File: config.mk
export PLATFORM = sky130hd
export DESIGN_NAME = dcache_flush_walker_flat
export DESIGN_NICKNAME = d
export VERILOG_FILES = /design/src/rtl/dcache_flush_walker_if.sv /design/src/rtl/dcache_flush_walker.sv /design/src/flat_wrapper.sv
export SDC_FILE = /design/constraint.sdc
export NUM_CORES = 1
export LEC_CHECK = 0
export ABC_AREA = 0
export BUFFER_PORTS_ARGS = -buffer_cell sky130_fd_sc_hd__buf_2
export CAP_MARGIN = 20
export CORE_ASPECT_RATIO = 1.25
export CORE_UTILIZATION = 43
export CTS_CLUSTER_DIAMETER = 30
export CTS_CLUSTER_SIZE = 30
export DETAILED_ROUTE_END_ITERATION = 8
export PLACE_DENSITY_LB_ADDON = 0.12
export SETUP_SLACK_MARGIN = 0.15
export SLEW_MARGIN = 40
export SYNTH_ARGS = -nofsm -noshare
export SYNTH_HDL_FRONTEND = slang
export SYNTH_SLANG_ARGS = --single-unit
File: constraint.sdc
create_clock -name clk_i -period 2 [get_ports clk_i]
set_clock_uncertainty 0.1 [all_clocks]
set_input_delay 0.4 -clock clk_i [delete_from_list [all_inputs] [get_ports clk_i]]
set_output_delay 0.4 -clock clk_i [all_outputs]
set_load 0.01 [all_outputs]
File: src/rtl/dcache_flush_walker_if.sv
// Tag-array access and miss-unit write-back channels used by the dcache flush walker.
// The walker drives the master side; the tag array and miss unit sit on the slave side.
interface dcache_flush_walker_if #(
   parameter int NUM_SETS = 256,
   parameter int NUM_WAYS = 8,
   parameter int TAG_W    = 44,
   parameter int OFFSET_W = 4
);
   localparam int SET_W = $clog2(NUM_SETS);
   localparam int WAY_W = (NUM_WAYS > 1) ? $clog2(NUM_WAYS) : 1;
   localparam int PLEN  = TAG_W + SET_W + OFFSET_W;

   logic             tag_req;
   logic             tag_gnt;
   logic             tag_we;
   logic [SET_W-1:0] tag_set;
   logic [WAY_W-1:0] tag_way;
   logic             tag_valid;
   logic             tag_dirty;
   logic [TAG_W-1:0] tag;

   logic             wb_valid;
   logic             wb_ready;
   logic [PLEN-1:0]  wb_addr;
   logic [WAY_W-1:0] wb_way;
   logic             wb_done;

   modport master (
      output tag_req, tag_we, tag_set, tag_way,
      input  tag_gnt, tag_valid, tag_dirty, tag,
      output wb_valid, wb_addr, wb_way,
      input  wb_ready, wb_done
   );

   modport slave (
      input  tag_req, tag_we, tag_set, tag_way,
      output tag_gnt, tag_valid, tag_dirty, tag,
      input  wb_valid, wb_addr, wb_way,
      output wb_ready, wb_done
   );
endinterface

File: src/rtl/dcache_flush_walker.sv
// Write-back dcache flush engine: walks every set/way, writes back dirty lines, invalidates valid ones.
// Optional feature macro DCACHE_FLUSH_PERF_CNT_EN adds wb_count_o (write-backs in current/last flush).
module dcache_flush_walker #(
   parameter int NUM_SETS = 256,
   parameter int NUM_WAYS = 8,
   parameter int TAG_W    = 44,
   parameter int OFFSET_W = 4
) (
   input  logic clk_i,
   input  logic rst_i,
   input  logic clr_i,
   input  logic flush_i,
   output logic flush_ack_o,
   output logic busy_o,
   dcache_flush_walker_if.master bus
`ifdef DCACHE_FLUSH_PERF_CNT_EN
   ,
   output logic [31:0] wb_count_o
`endif
);
   localparam int SET_W = $clog2(NUM_SETS);
   localparam int WAY_W = (NUM_WAYS > 1) ? $clog2(NUM_WAYS) : 1;
   localparam logic [SET_W-1:0] LAST_SET = SET_W'(NUM_SETS - 1);
   localparam logic [WAY_W-1:0] LAST_WAY = WAY_W'(NUM_WAYS - 1);

   typedef enum logic [2:0] {
      S_IDLE,
      S_READ,
      S_CHECK,
      S_WB,
      S_WB_WAIT,
      S_INV,
      S_DONE
   } state_t;

   state_t           state_reg, state_next;
   logic [SET_W-1:0] set_reg, set_next;
   logic [WAY_W-1:0] way_reg, way_next;
   logic [TAG_W-1:0] tag_reg, tag_next;
   logic             advance;

   // clr_i is a synchronous twin of rst_i: same clean slate, one cycle later.
   always_ff @(posedge clk_i or posedge rst_i) begin
      if (rst_i) begin
         state_reg <= S_IDLE;
         set_reg   <= '0;
         way_reg   <= '0;
         tag_reg   <= '0;
      end else if (clr_i) begin
         state_reg <= S_IDLE;
         set_reg   <= '0;
         way_reg   <= '0;
         tag_reg   <= '0;
      end else begin
         state_reg <= state_next;
         set_reg   <= set_next;
         way_reg   <= way_next;
         tag_reg   <= tag_next;
      end
   end

   always_comb begin
      state_next   = state_reg;
      set_next     = set_reg;
      way_next     = way_reg;
      tag_next     = tag_reg;
      advance      = 1'b0;
      flush_ack_o  = 1'b0;
      busy_o       = (state_reg != S_IDLE);
      bus.tag_req  = 1'b0;
      bus.tag_we   = 1'b0;
      bus.tag_set  = set_reg;
      bus.tag_way  = way_reg;
      bus.wb_valid = 1'b0;
      bus.wb_addr  = '0;
      bus.wb_way   = '0;

      case (state_reg)
         S_IDLE: begin
            if (flush_i) begin
               state_next = S_READ;
               set_next   = '0;
               way_next   = '0;
            end
         end
         S_READ: begin
            bus.tag_req = 1'b1;
            if (bus.tag_gnt) begin
               state_next = S_CHECK;
            end
         end
         S_CHECK: begin
            // Read data arrives the cycle after the grant; keep the tag for the write-back address.
            tag_next = bus.tag;
            if (bus.tag_valid && bus.tag_dirty) begin
               state_next = S_WB;
            end else if (bus.tag_valid) begin
               state_next = S_INV;
            end else begin
               advance = 1'b1;
            end
         end
         S_WB: begin
            bus.wb_valid = 1'b1;
            bus.wb_addr  = {tag_reg, set_reg, {OFFSET_W{1'b0}}};
            bus.wb_way   = way_reg;
            if (bus.wb_ready) begin
               state_next = bus.wb_done ? S_INV : S_WB_WAIT;
            end
         end
         S_WB_WAIT: begin
            if (bus.wb_done) begin
               state_next = S_INV;
            end
         end
         S_INV: begin
            bus.tag_req = 1'b1;
            bus.tag_we  = 1'b1;
            if (bus.tag_gnt) begin
               advance = 1'b1;
            end
         end
         S_DONE: begin
            flush_ack_o = 1'b1;
            state_next  = S_IDLE;
         end
         default: begin
            state_next = S_IDLE;
         end
      endcase

      // Set-major, way-minor walk; stepping past the final entry ends the flush.
      if (advance) begin
         if (way_reg == LAST_WAY) begin
            way_next = '0;
            set_next = set_reg + SET_W'(1);
         end else begin
            way_next = way_reg + WAY_W'(1);
         end
         state_next = ((set_reg == LAST_SET) && (way_reg == LAST_WAY)) ? S_DONE : S_READ;
      end
   end

`ifdef DCACHE_FLUSH_PERF_CNT_EN
   logic [31:0] wb_count_reg;

   always_ff @(posedge clk_i or posedge rst_i) begin
      if (rst_i) begin
         wb_count_reg <= '0;
      end else if (clr_i) begin
         wb_count_reg <= '0;
      end else if ((state_reg == S_IDLE) && flush_i) begin
         wb_count_reg <= '0;
      end else if (bus.wb_valid && bus.wb_ready && (wb_count_reg != 32'hFFFF_FFFF)) begin
         wb_count_reg <= wb_count_reg + 32'd1;
      end
   end

   assign wb_count_o = wb_count_reg;
`endif
endmodule

File: src/flat_wrapper.sv
// flat-port wrapper written by rule: the top's interface ports become plain ports
module dcache_flush_walker_flat 
#(
   parameter int NUM_SETS = 256,
   parameter int NUM_WAYS = 8,
   parameter int TAG_W    = 44,
   parameter int OFFSET_W = 4
)
  (clk_i, rst_i, clr_i, flush_i, flush_ack_o, busy_o, bus_tag_req, bus_tag_we, bus_tag_set, bus_tag_way, bus_tag_gnt, bus_tag_valid, bus_tag_dirty, bus_tag, bus_wb_valid, bus_wb_addr, bus_wb_way, bus_wb_ready, bus_wb_done);
  dcache_flush_walker_if #(.NUM_SETS(NUM_SETS), .NUM_WAYS(NUM_WAYS), .TAG_W(TAG_W), .OFFSET_W(OFFSET_W)) bus_i ();
  input  logic clk_i;
  input  logic rst_i;
  input  logic clr_i;
  input  logic flush_i;
  output logic flush_ack_o;
  output logic busy_o;
  output wire logic [$bits(bus_i.tag_req)-1:0] bus_tag_req;
  output wire logic [$bits(bus_i.tag_we)-1:0] bus_tag_we;
  output wire logic [$bits(bus_i.tag_set)-1:0] bus_tag_set;
  output wire logic [$bits(bus_i.tag_way)-1:0] bus_tag_way;
  input wire logic [$bits(bus_i.tag_gnt)-1:0] bus_tag_gnt;
  input wire logic [$bits(bus_i.tag_valid)-1:0] bus_tag_valid;
  input wire logic [$bits(bus_i.tag_dirty)-1:0] bus_tag_dirty;
  input wire logic [$bits(bus_i.tag)-1:0] bus_tag;
  output wire logic [$bits(bus_i.wb_valid)-1:0] bus_wb_valid;
  output wire logic [$bits(bus_i.wb_addr)-1:0] bus_wb_addr;
  output wire logic [$bits(bus_i.wb_way)-1:0] bus_wb_way;
  input wire logic [$bits(bus_i.wb_ready)-1:0] bus_wb_ready;
  input wire logic [$bits(bus_i.wb_done)-1:0] bus_wb_done;
  assign bus_tag_req = bus_i.tag_req;
  assign bus_tag_we = bus_i.tag_we;
  assign bus_tag_set = bus_i.tag_set;
  assign bus_tag_way = bus_i.tag_way;
  assign bus_i.tag_gnt = bus_tag_gnt;
  assign bus_i.tag_valid = bus_tag_valid;
  assign bus_i.tag_dirty = bus_tag_dirty;
  assign bus_i.tag = bus_tag;
  assign bus_wb_valid = bus_i.wb_valid;
  assign bus_wb_addr = bus_i.wb_addr;
  assign bus_wb_way = bus_i.wb_way;
  assign bus_i.wb_ready = bus_wb_ready;
  assign bus_i.wb_done = bus_wb_done;
  dcache_flush_walker #(.NUM_SETS(NUM_SETS), .NUM_WAYS(NUM_WAYS), .TAG_W(TAG_W), .OFFSET_W(OFFSET_W)) u_core (.clk_i(clk_i), .rst_i(rst_i), .clr_i(clr_i), .flush_i(flush_i), .flush_ack_o(flush_ack_o), .busy_o(busy_o), .bus(bus_i));
endmodule
==> flow_summary_export.csv, run 1 <==
group,metric,value,unit
outcome,status,"finished with violations",
outcome,violations,"setup timing",
routing,ant_nets,0,
power_and_ir_drop,p_seq_frac,0.334,
placed_design,gp_congestion,0.870,
clocking,cts_max_level,3,
power_and_ir_drop,p_leak,2.37,nW
power_and_ir_drop,p_sw,1.54,mW
synthesis,netlist_area,2940,um^2
placed_design,dp_cells,476,
worst_setup_path,crit_chain,"and3b_2, buf_8, and2_1, buf_2",
routing,routed-via-count,2766,
worst_setup_path,arrival,1.60,ns
synthesis,syn_inst,274,
placed_design,hpwlAfterDp,4.89,mm
finish,largest_register_ffs,44,
timing,drv_slew,0,
power_and_ir_drop,power_per_cell_area,986,nW/um^2
synthesis,synth-main-ff-cell,"dfrtp_1",
worst_setup_path,end_kind,"output port",
synthesis,syn_avg_cell_area,10.7,um^2
job,maxCapViolCount,0,
worst_setup_path,path_max_fanout,19,
clocking,cts_buffer_depth,2,
power_and_ir_drop,vdd_drop_max,0.000576,V
routing,drtPass1Iterations,4,
worst_setup_path,cp-startpoint,"u_core.state_reg[2]",
routing,drc,0,
routing,via_per_inst,5.25,
timing,period_share,1.05,
worst_hold_path,hold_class,"in -> async",
timing,fmax,477,MHz
floorplan,die_h,94.4,um
finish,stdcell_area,4570,um^2
finish,final_cells,527,
timing,setup_viol,61,
clocking,clk_pin_slew,0.07,ns
synthesis,ys_seq_area_frac,0.494,
power_and_ir_drop,combPwrFrac,0.448,
synthesis,synth_top_area_share,0.494,
clocking,insertion_delay,0.33,ns
placed_design,port_buffers,123,
global_route,gr-usage-all-layers,0.216,
timing,rsz0062_at_grt,"true",
floorplan,ioPinCount,128,
finish,num_antenna_cells,0,
power_and_ir_drop,internal_power,2.97,mW
timing,fin_crit,2.10,ns
floorplan,row_count,33,
global_route,grt_start_max_net_pins,59,
synthesis,ys_top_cells_by_area,"dfrtp_1, a22o_1, and2_1, nand3_1, buf_2",
finish,final_common_cell,"buf_2",
floorplan,fp.dieW,75.9,um
clocking,cts_tree,"done",
synthesis,synth-edff-count,0,
finish,nNetsFinal,491,
synthesis,yosysWarnings,0,
floorplan,design.core.area,6570,um^2
placed_design,place_area,3690,um^2
global_route,first_global_vias,2437,
synthesis,async_flop_share,1.00,
worst_setup_path,worstRegToRegCells,8,
floorplan,die_area,7170,um^2
clocking,cts_root_buf,"clkbuf_8",
finish,syn2layout_area_growth,55.5,%
worst_setup_path,slowest_stage,"dfrtp_2",
clocking,cts_sinks,58,
clocking,cts_hold_buf,0,
synthesis,yosys_register_bits,58,
timing,fin_tns_setup,-3.52,ns
floorplan,start_util,0.448,
global_route,grt_pass1_wl,12.1,mm
global_route,antenna_found_initial,0,
timing,setup_slack,-0.0961,ns
synthesis,yosys.area.top_type,"dfrtp_1",
finish,layout_common_cells,"buf_2, dfrtp_1, and2_1, a22o_1, buf_4",
finish,drive_above_1_share,0.530,
worst_setup_path,r2r-start,"u_core.state_reg[2]",
power_and_ir_drop,p_sw_frac,0.342,
worst_setup_path,cpPeakStageDelay,0.41,ns
timing,hold_viol_final,0,
worst_setup_path,crit_type,"reg -> out",
routing,routedWlPerCell,16.8,um
power_and_ir_drop,power.share.clock,0.218,
clocking,cts_buffers,9,
worst_setup_path,crit_required,1.50,ns
routing,routed_wl,8.84,mm
worst_setup_path,start_kind,"flop",
routing,drtIter0Drc,94,
global_route,grt_overflow,0,
synthesis,synth_cell_types,47,
-- cells in the mapped netlist, types with 2 or more instances --
library cell and instances:
a31oi_1 5, and3_1 3, dfrtp_1 58, nand4_1 3, nor2_1 4, a22o_1 44, or2_0 2, inv_1 3
nor2b_1 2, buf_6 3, or3_1 3, a21oi_1 7, clkbuf_1 8, and2_1 56, nand2_1 6, buf_2 11
or2_1 2, nand3_1 12, nand2b_1 4, buf_4 5, a311oi_1 4, ha_1 3, a221oi_1 2
-- timing repair --
action,CTS,global route
gates resized for setup,40,33
cloned,0,7
pin swaps,24,29
setup endpoints to repair,64,101
setup buffers,16,12
-- layer usage --
layer  GRT usage  wire (um)  up-vias
met5           0          0        -
met4      0.0978        121        0
met3      0.0522        444       13
met2       0.344       4360      104
met1       0.282       3920     1345
li1            -          -     1304
-- final timing paths --
kind | to | slack (ns)
worst max-delay path | bus_wb_addr[50] | -0.1
worst min-delay path | u_core.tag_reg[26] | 0.04
worst max register to register | u_core.state_reg[2] | -0.1
worst min register to register | u_core.tag_reg[22] | 0.40
max in group asynchronous | u_core.state_reg[2] | 1.48
min in group clk_i | u_core.tag_reg[22] | 0.17
-- power by group through the flow --
stage	registers [mW]	clock network, mW	logic [mW]
after floorplan	1.49	0	0.815
after global placement	1.54	0	1.10
after detailed placement	1.55	0	1.14
after CTS	1.50	0.991	1.57
after global routing	1.54	1.05	2.15
final	1.51	0.980	2.02
-- final cells by class --
| cell class | instances | area [um^2] |
|---|---|---|
| sequential | 58 | 1450 |
| fill | 499 | 1990 |
| tap | 87 | 109 |
| inverter | 4 | 23.8 |
| timing repair buffer | 174 | 1270 |
| multi-input combinational | 188 | 1540 |
| clock inverter | 5 | 28.8 |
| clock buffer | 11 | 151 |
-- stage by stage --
stage	power (mW)	util	hold WS, ns	setup WS (ns)
finish	4.51	0.696	0.0435	-0.0961
CTS	4.05	0.633	0.0513	-0.0772
global placement	2.65	0.559	0.379	0.0635
global route	4.73	0.696	0.0581	-0.159
detailed placement	2.69	0.561	0.382	0.0475
floorplan	2.30	-	0.364	0.176
-- critical path, delay by kind of cell (launching register included) --
| family | cells | cell delay (ns) |
|---|---|---|
| simple gates | 2 | 0.52 |
| flops | 1 | 0.41 |
| buf+inv | 2 | 0.32 |
-- logic make-up after synthesis --
family | Yosys count | synth area share
compound gates | 74 | 0.209
fa+ha+maj | 3 | 0.0128
buf+inv | 31 | 0.0583
flops | 58 | 0.494
mux | 2 | 0.00724
other cells | 1 | 0.00128
simple gates | 105 | 0.218
(Power assumes the default switching activity.)
==> run 2, diff against run 1 <==
--- a/config.mk
+++ b/config.mk
@@ -5,7 +5,6 @@
 export SDC_FILE = /design/constraint.sdc
 export NUM_CORES = 1
 export LEC_CHECK = 0
-export ABC_AREA = 0
 export BUFFER_PORTS_ARGS = -buffer_cell sky130_fd_sc_hd__buf_2
 export CAP_MARGIN = 20
 export CORE_ASPECT_RATIO = 1.25
@@ -13,7 +12,7 @@
 export CTS_CLUSTER_DIAMETER = 30
 export CTS_CLUSTER_SIZE = 30
 export DETAILED_ROUTE_END_ITERATION = 8
-export PLACE_DENSITY_LB_ADDON = 0.12
+export PLACE_DENSITY = 0.76
 export SETUP_SLACK_MARGIN = 0.15
 export SLEW_MARGIN = 40
 export SYNTH_ARGS = -nofsm -noshare
==> run 2 against run 1 <==
The run still ends with setup timing left. Combinational power decreased by 8%. Critical path depth did not move. Utilization fell by 2.5 points. Global-route usage down 0.22 points. Power shrank 0.76%. Via count rose by 0.54%. Non-clock buffer count down 11. Worst hold slack worse by 0.035 ns. Clock power is 13% higher. Routed wire length down 8.2%. Critical path type unchanged.
==> flow_summary_export.csv, run 2 (same netlist as run 1, synthesis figures left out) <==
group,metric,value,unit
finish,largest_register_ffs,44,
global_route,grt_pass1_wl,12.1,mm
routing,routed-via-count,2781,
routing,drc,0,
worst_setup_path,start_kind,"flop",
clocking,cts_buffer_depth,2,
power_and_ir_drop,p_leak,2.29,nW
worst_setup_path,end_kind,"output port",
timing,drv_slew,0,
global_route,first_global_vias,2506,
routing,drt-met1-wl,3.42,mm
timing,rsz0062_at_grt,"true",
finish,layout_common_cells,"buf_2, dfrtp_1, and2_1, a22o_1, buf_4",
worst_setup_path,cp_top_family,"simple AND/OR/NAND/NOR gates",
floorplan,start_util,0.448,
worst_setup_path,arrival,1.52,ns
floorplan,row_count,33,
outcome,violations,"setup timing",
worst_hold_path,hold_class,"in -> async",
clocking,cts_root_buf,"clkbuf_8",
finish,final_common_cell,"buf_2",
worst_setup_path,crit_type,"reg -> out",
floorplan,fp.dieW,75.9,um
finish,nNetsFinal,481,
floorplan,die_area,7170,um^2
timing,hold_viol_final,0,
clocking,cts_hold_buf,0,
power_and_ir_drop,power_per_cell_area,1020,nW/um^2
power_and_ir_drop,finalPower,4.47,mW
worst_setup_path,slowest_stage,"dfrtp_2",
global_route,gr-usage-all-layers,0.214,
placed_design,hpwlAfterDp,5.07,mm
finish,syn2layout_area_growth,49.9,%
timing,fmax,494,MHz
clocking,cts_buffers,9,
floorplan,die_h,94.4,um
worst_setup_path,crit_required,1.50,ns
global_route,grt_start_max_net_pins,45,
floorplan,ioPinCount,128,
outcome,status,"finished with violations",
routing,via_per_inst,5.39,
worst_setup_path,path_buf_inv,2,
timing,fin_tns_setup,-0.0366,ns
job,maxCapViolCount,0,
worst_setup_path,cpPeakStageDelay,0.42,ns
global_route,antenna_found_initial,0,
routing,met3RoutedLength,472,um
worst_setup_path,crit_chain,"and3b_2, buf_12, and2_1, buf_2",
clocking,cts_sinks,58,
routing,routed_wl,8.12,mm
clocking,cts_tree,"done",
routing,drtIter0Drc,84,
timing,setup_viol,4,
timing,setup_slack,-0.0227,ns
clocking,cts_max_level,3,
power_and_ir_drop,vdd_drop_max,0.000554,V
routing,routed.top_layer,"met4",
finish,num-fill-cells,518,
routing,drtPass1Iterations,4,
timing,tightest_slew,0.515,ns
clocking,insertion_delay,0.32,ns
finish,drive_above_1_share,0.517,
placed_design,gp_congestion,0.838,
placed_design,port_buffers,123,
finish,num_antenna_cells,0,
global_route,grt_overflow,0,
routing,wl_met2,4.02,mm
timing,period_share,1.01,
routing,routedWlPerCell,15.7,um
timing,fin_crit,2.02,ns
finish,fin_util,0.671,
worst_setup_path,path_max_fanout,28,
clocking,clk_pin_slew,0.07,ns
floorplan,design.core.area,6570,um^2
timing,slew_headroom,0.656,
routing,ant_nets,0,
[run 2: power by group]
part | leakage [nW] | total [mW] | internal [mW] | switching (mW)
clock | 0.106 | 1.11 | 0.669 | 0.436
combinational | 1.38 | 1.85 | 0.917 | 0.931
sequential | 0.798 | 1.52 | 1.39 | 0.128
[run 2: through the flow]
stage | setup slack [ns] | std cells | hold slack [ns] | instance area (um^2)
2_1_floorplan | 0.176 | 277 | 0.364 | 2960
3_3_place_gp | 0.104 | 471 | 0.349 | 3640
3_5_place_dp | 0.0277 | 473 | 0.356 | 3670
4_1_cts | -0.0419 | 499 | 0.00229 | 4030
5_1_grt | -0.0719 | 516 | 0.0315 | 4400
6_report | -0.0227 | 516 | 0.00850 | 4400
[run 2: layout make-up]
cell class                      instances  area, um^2  area share
Multi-Input combinational cell        189        1550       0.353
Timing Repair Buffer                  163        1060       0.241
Inverter                                4        21.3     0.00483
Sequential cell                        58        1460       0.330
Clock buffer                           13         169      0.0384
Clock inverter                          2        35.0     0.00795
Tap cell                               87         109      0.0247
[run 2: routing by layer]
layer | vias up | GRT usage
li1 | 1291 | -
met1 | 1374 | 0.259
met2 | 97 | 0.365
met3 | 19 | 0.0531
met4 | 0 | 0.0946
met5 | - | 0
[run 2: final timing paths]
kind | startpoint | end | slack [ns] | cells after the start
setup / recovery | u_core.state_reg[2] | bus_wb_addr[24] | -0.02 | 4
hold / removal | rst_i | u_core.tag_reg[32] | 0.009 | 2
setup reg to reg | u_core.state_reg[2] | u_core.state_reg[0] | 0.02 | 8
hold reg to reg | u_core.tag_reg[13] | u_core.tag_reg[13] | 0.39 | 1
max in group asynchronous | rst_i | u_core.state_reg[2] | 1.24 | 3
min in group clk_i | bus_tag[27] | u_core.tag_reg[27] | 0.19 | 2
[run 2: what timing repair did]
item | CTS | global route
buffers inserted | 11 | 16
pin swaps | 3 | 21
resized for setup | 21 | 46
gates cloned | 0 | 1
endpoints found under the setup margin | 66 | 71
==> run 3, diff against run 2 <==
--- a/config.mk
+++ b/config.mk
@@ -7,7 +7,7 @@
 export LEC_CHECK = 0
 export BUFFER_PORTS_ARGS = -buffer_cell sky130_fd_sc_hd__buf_2
 export CAP_MARGIN = 20
-export CORE_ASPECT_RATIO = 1.25
+export CORE_ASPECT_RATIO = 2
 export CORE_UTILIZATION = 43
 export CTS_CLUSTER_DIAMETER = 30
 export CTS_CLUSTER_SIZE = 30
==> run 3 against run 2 <==
The flow still finishes with violations (setup timing). Sequential share of layout area is 4.0 points lower. Design area grew 14%. Utilization grew 8.7 points. Non-clock buffer count fell by 1. Largest power group unchanged. Cell count is 0.39% higher. Sequential cell count unchanged. Register-to-register slack worse by 0.09 ns. Combinational power is 11% higher. Setup slack got worse by 0.080 ns.
==> flow_summary_export.csv, run 3 (same netlist as run 1, synthesis figures left out) <==
group,metric,value,unit
outcome,status,"finished with violations",
outcome,violations,"setup timing",
floorplan,die_area,7190,um^2
timing,fmax,476,MHz
clocking,insertion_delay,0.32,ns
floorplan,row_count,42,
floorplan,design.core.area,6620,um^2
timing,rsz0062_at_grt,"true",
placed_design,post-place-ws,0.0638,ns
power_and_ir_drop,finalPower,4.97,mW
timing,slew_headroom,0.616,
routing,drc,0,
global_route,grt_pass1_wl,13.3,mm
placed_design,hpwlAfterDp,5.29,mm
worst_setup_path,crit_required,1.50,ns
power_and_ir_drop,p_seq_frac,0.309,
power_and_ir_drop,power_per_cell_area,992,nW/um^2
finish,drive_above_1_share,0.609,
timing,tightest_slew,0.575,ns
global_route,grt_start_max_net_pins,59,
finish,num-fill-cells,435,
clocking,cts_buffers,9,
clocking,clk_pin_slew,0.05,ns
global_route,first_global_vias,2691,
worst_setup_path,crit_type,"reg -> out",
clocking,cts_buffer_depth,2,
timing,setup_viol,56,
placed_design,port_buffers,123,
routing,ant_nets,0,
worst_setup_path,path_max_fanout,7,
routing,via_per_inst,5.56,
global_route,grt_overflow,0,
global_route,antenna_found_initial,0,
worst_setup_path,cp_top_family,"simple AND/OR/NAND/NOR gates",
timing,fin_crit,2.10,ns
routing,routed-via-count,2882,
finish,layout_common_cells,"buf_6, buf_2, dfrtp_1, and2_4, a22o_1",
timing,hold_viol_final,0,
clocking,cts_tree,"done",
routing,drtIter0Drc,151,
power_and_ir_drop,p_sw,1.66,mW
clocking,cts_sinks,58,
clocking,cts_hold_buf,0,
finish,final_common_cell,"buf_6",
floorplan,die_h,119,um
routing,drtPass1Iterations,5,
worst_setup_path,cpPeakStageDelay,0.41,ns
worst_setup_path,path_buf_inv,3,
worst_setup_path,crit_chain,"and3b_2, buf_8, clkbuf_16, and2_4, buf_6",
power_and_ir_drop,vdd_drop_max,0.000858,V
placed_design,gp_congestion,0.914,
timing,setup_slack,-0.102,ns
finish,nNetsFinal,481,
job,maxCapViolCount,0,
worst_setup_path,start_kind,"flop",
worst_setup_path,slowest_stage,"dfrtp_1",
floorplan,fp.dieW,60.5,um
global_route,gr-usage-all-layers,0.251,
timing,drv_slew,0,
finish,largest_register_ffs,44,
timing,period_share,1.05,
worst_setup_path,end_kind,"output port",
power_and_ir_drop,p_sw_frac,0.333,
power_and_ir_drop,power.share.clock,0.278,
routing,routedWlPerCell,19.5,um
power_and_ir_drop,combPwrFrac,0.413,
routing,routed_wl,10.1,mm
finish,num_antenna_cells,0,
power_and_ir_drop,internal_power,3.32,mW
clocking,cts_max_level,3,
floorplan,ioPinCount,128,
worst_setup_path,arrival,1.60,ns
worst_hold_path,hold_class,"in -> async",
finish,syn2layout_area_growth,70.6,%
floorplan,start_util,0.444,
power_and_ir_drop,p_leak,2.44,nW
clocking,cts_root_buf,"clkbuf_16",
[run 3: worst reg2reg max path: stages (launching register included)]
cell	delay (ns)
dfrtp_1	0.41
buf_6	0.13
buf_6	0.12
nor4b_4	0.13
buf_6	0.13
buf_6	0.11
or2_4	0.29
a211oi_4	0.22
mux2_4	0.32
[run 3: cell type report]
cell class	instances	area, um^2	area share
repair buffers	162	1520	0.302
flip-flops and latches	58	1450	0.290
clock buffers	11	243	0.0484
inverters	4	23.8	0.00474
well taps	88	110	0.0220
multi-input cells	190	1640	0.327
clock inverters	5	30.0	0.00599
[run 3: layer usage]
layer	vias up	share of wire	GRT usage	routed length [um]
li1	1292	-	-	-
met1	1430	0.33	0.272	3380
met2	132	0.59	0.436	5960
met3	28	0.050	0.0651	504
met4	0	0.027	0.112	273
met5	-	0	0	0
[run 3: power groups by stage]
| stage | sequential (mW) | clock, mW | combinational, mW |
|---|---|---|---|
| 6_report | 1.53 | 1.38 | 2.05 |
| 5_1_grt | 1.55 | 1.46 | 2.17 |
| 4_1_cts | 1.50 | 1.39 | 1.57 |
| 3_5_place_dp | 1.54 | 0 | 1.17 |
| 3_3_place_gp | 1.53 | 0 | 1.12 |
| 2_1_floorplan | 1.49 | 0 | 0.815 |
[run 3: worst paths after layout]
check,from,end,slack [ns],cells after the start
max,u_core.state_reg[1],bus_wb_addr[7],-0.10,5
min,rst_i,u_core.tag_reg[38],0.07,3
max reg2reg,u_core.state_reg[1],u_core.state_reg[2],-0.07,8
min reg2reg,u_core.tag_reg[43],u_core.tag_reg[43],0.40,1
max in group asynchronous,rst_i,u_core.state_reg[2],1.45,3
min in group clk_i,bus_tag[23],u_core.tag_reg[23],0.19,2
[run 3: timing repair]
| item | 4_1_cts | 5_1_grt |
|---|---|---|
| setup endpoints to repair | 63 | 68 |
| pin swaps | 12 | 53 |
| buffers inserted | 6 | 13 |
| gates cloned | 5 | 4 |
| gates resized for setup | 58 | 108 |
[run 3: through the flow]
stage / utilization / hold slack (ns) / std cells / cell area [um^2] / TNS [ns]
final: 0.757 / 0.0696 / 518 / 5010 / -3.13
after global placement: 0.551 / 0.380 / 473 / 3650 / 0
after floorplan: - / 0.364 / 277 / 2960 / 0
after detailed placement: 0.555 / 0.382 / 474 / 3680 / 0
after global routing: 0.757 / 0.100 / 518 / 5010 / -5.43
after CTS: 0.658 / 0.0715 / 501 / 4350 / -2.31
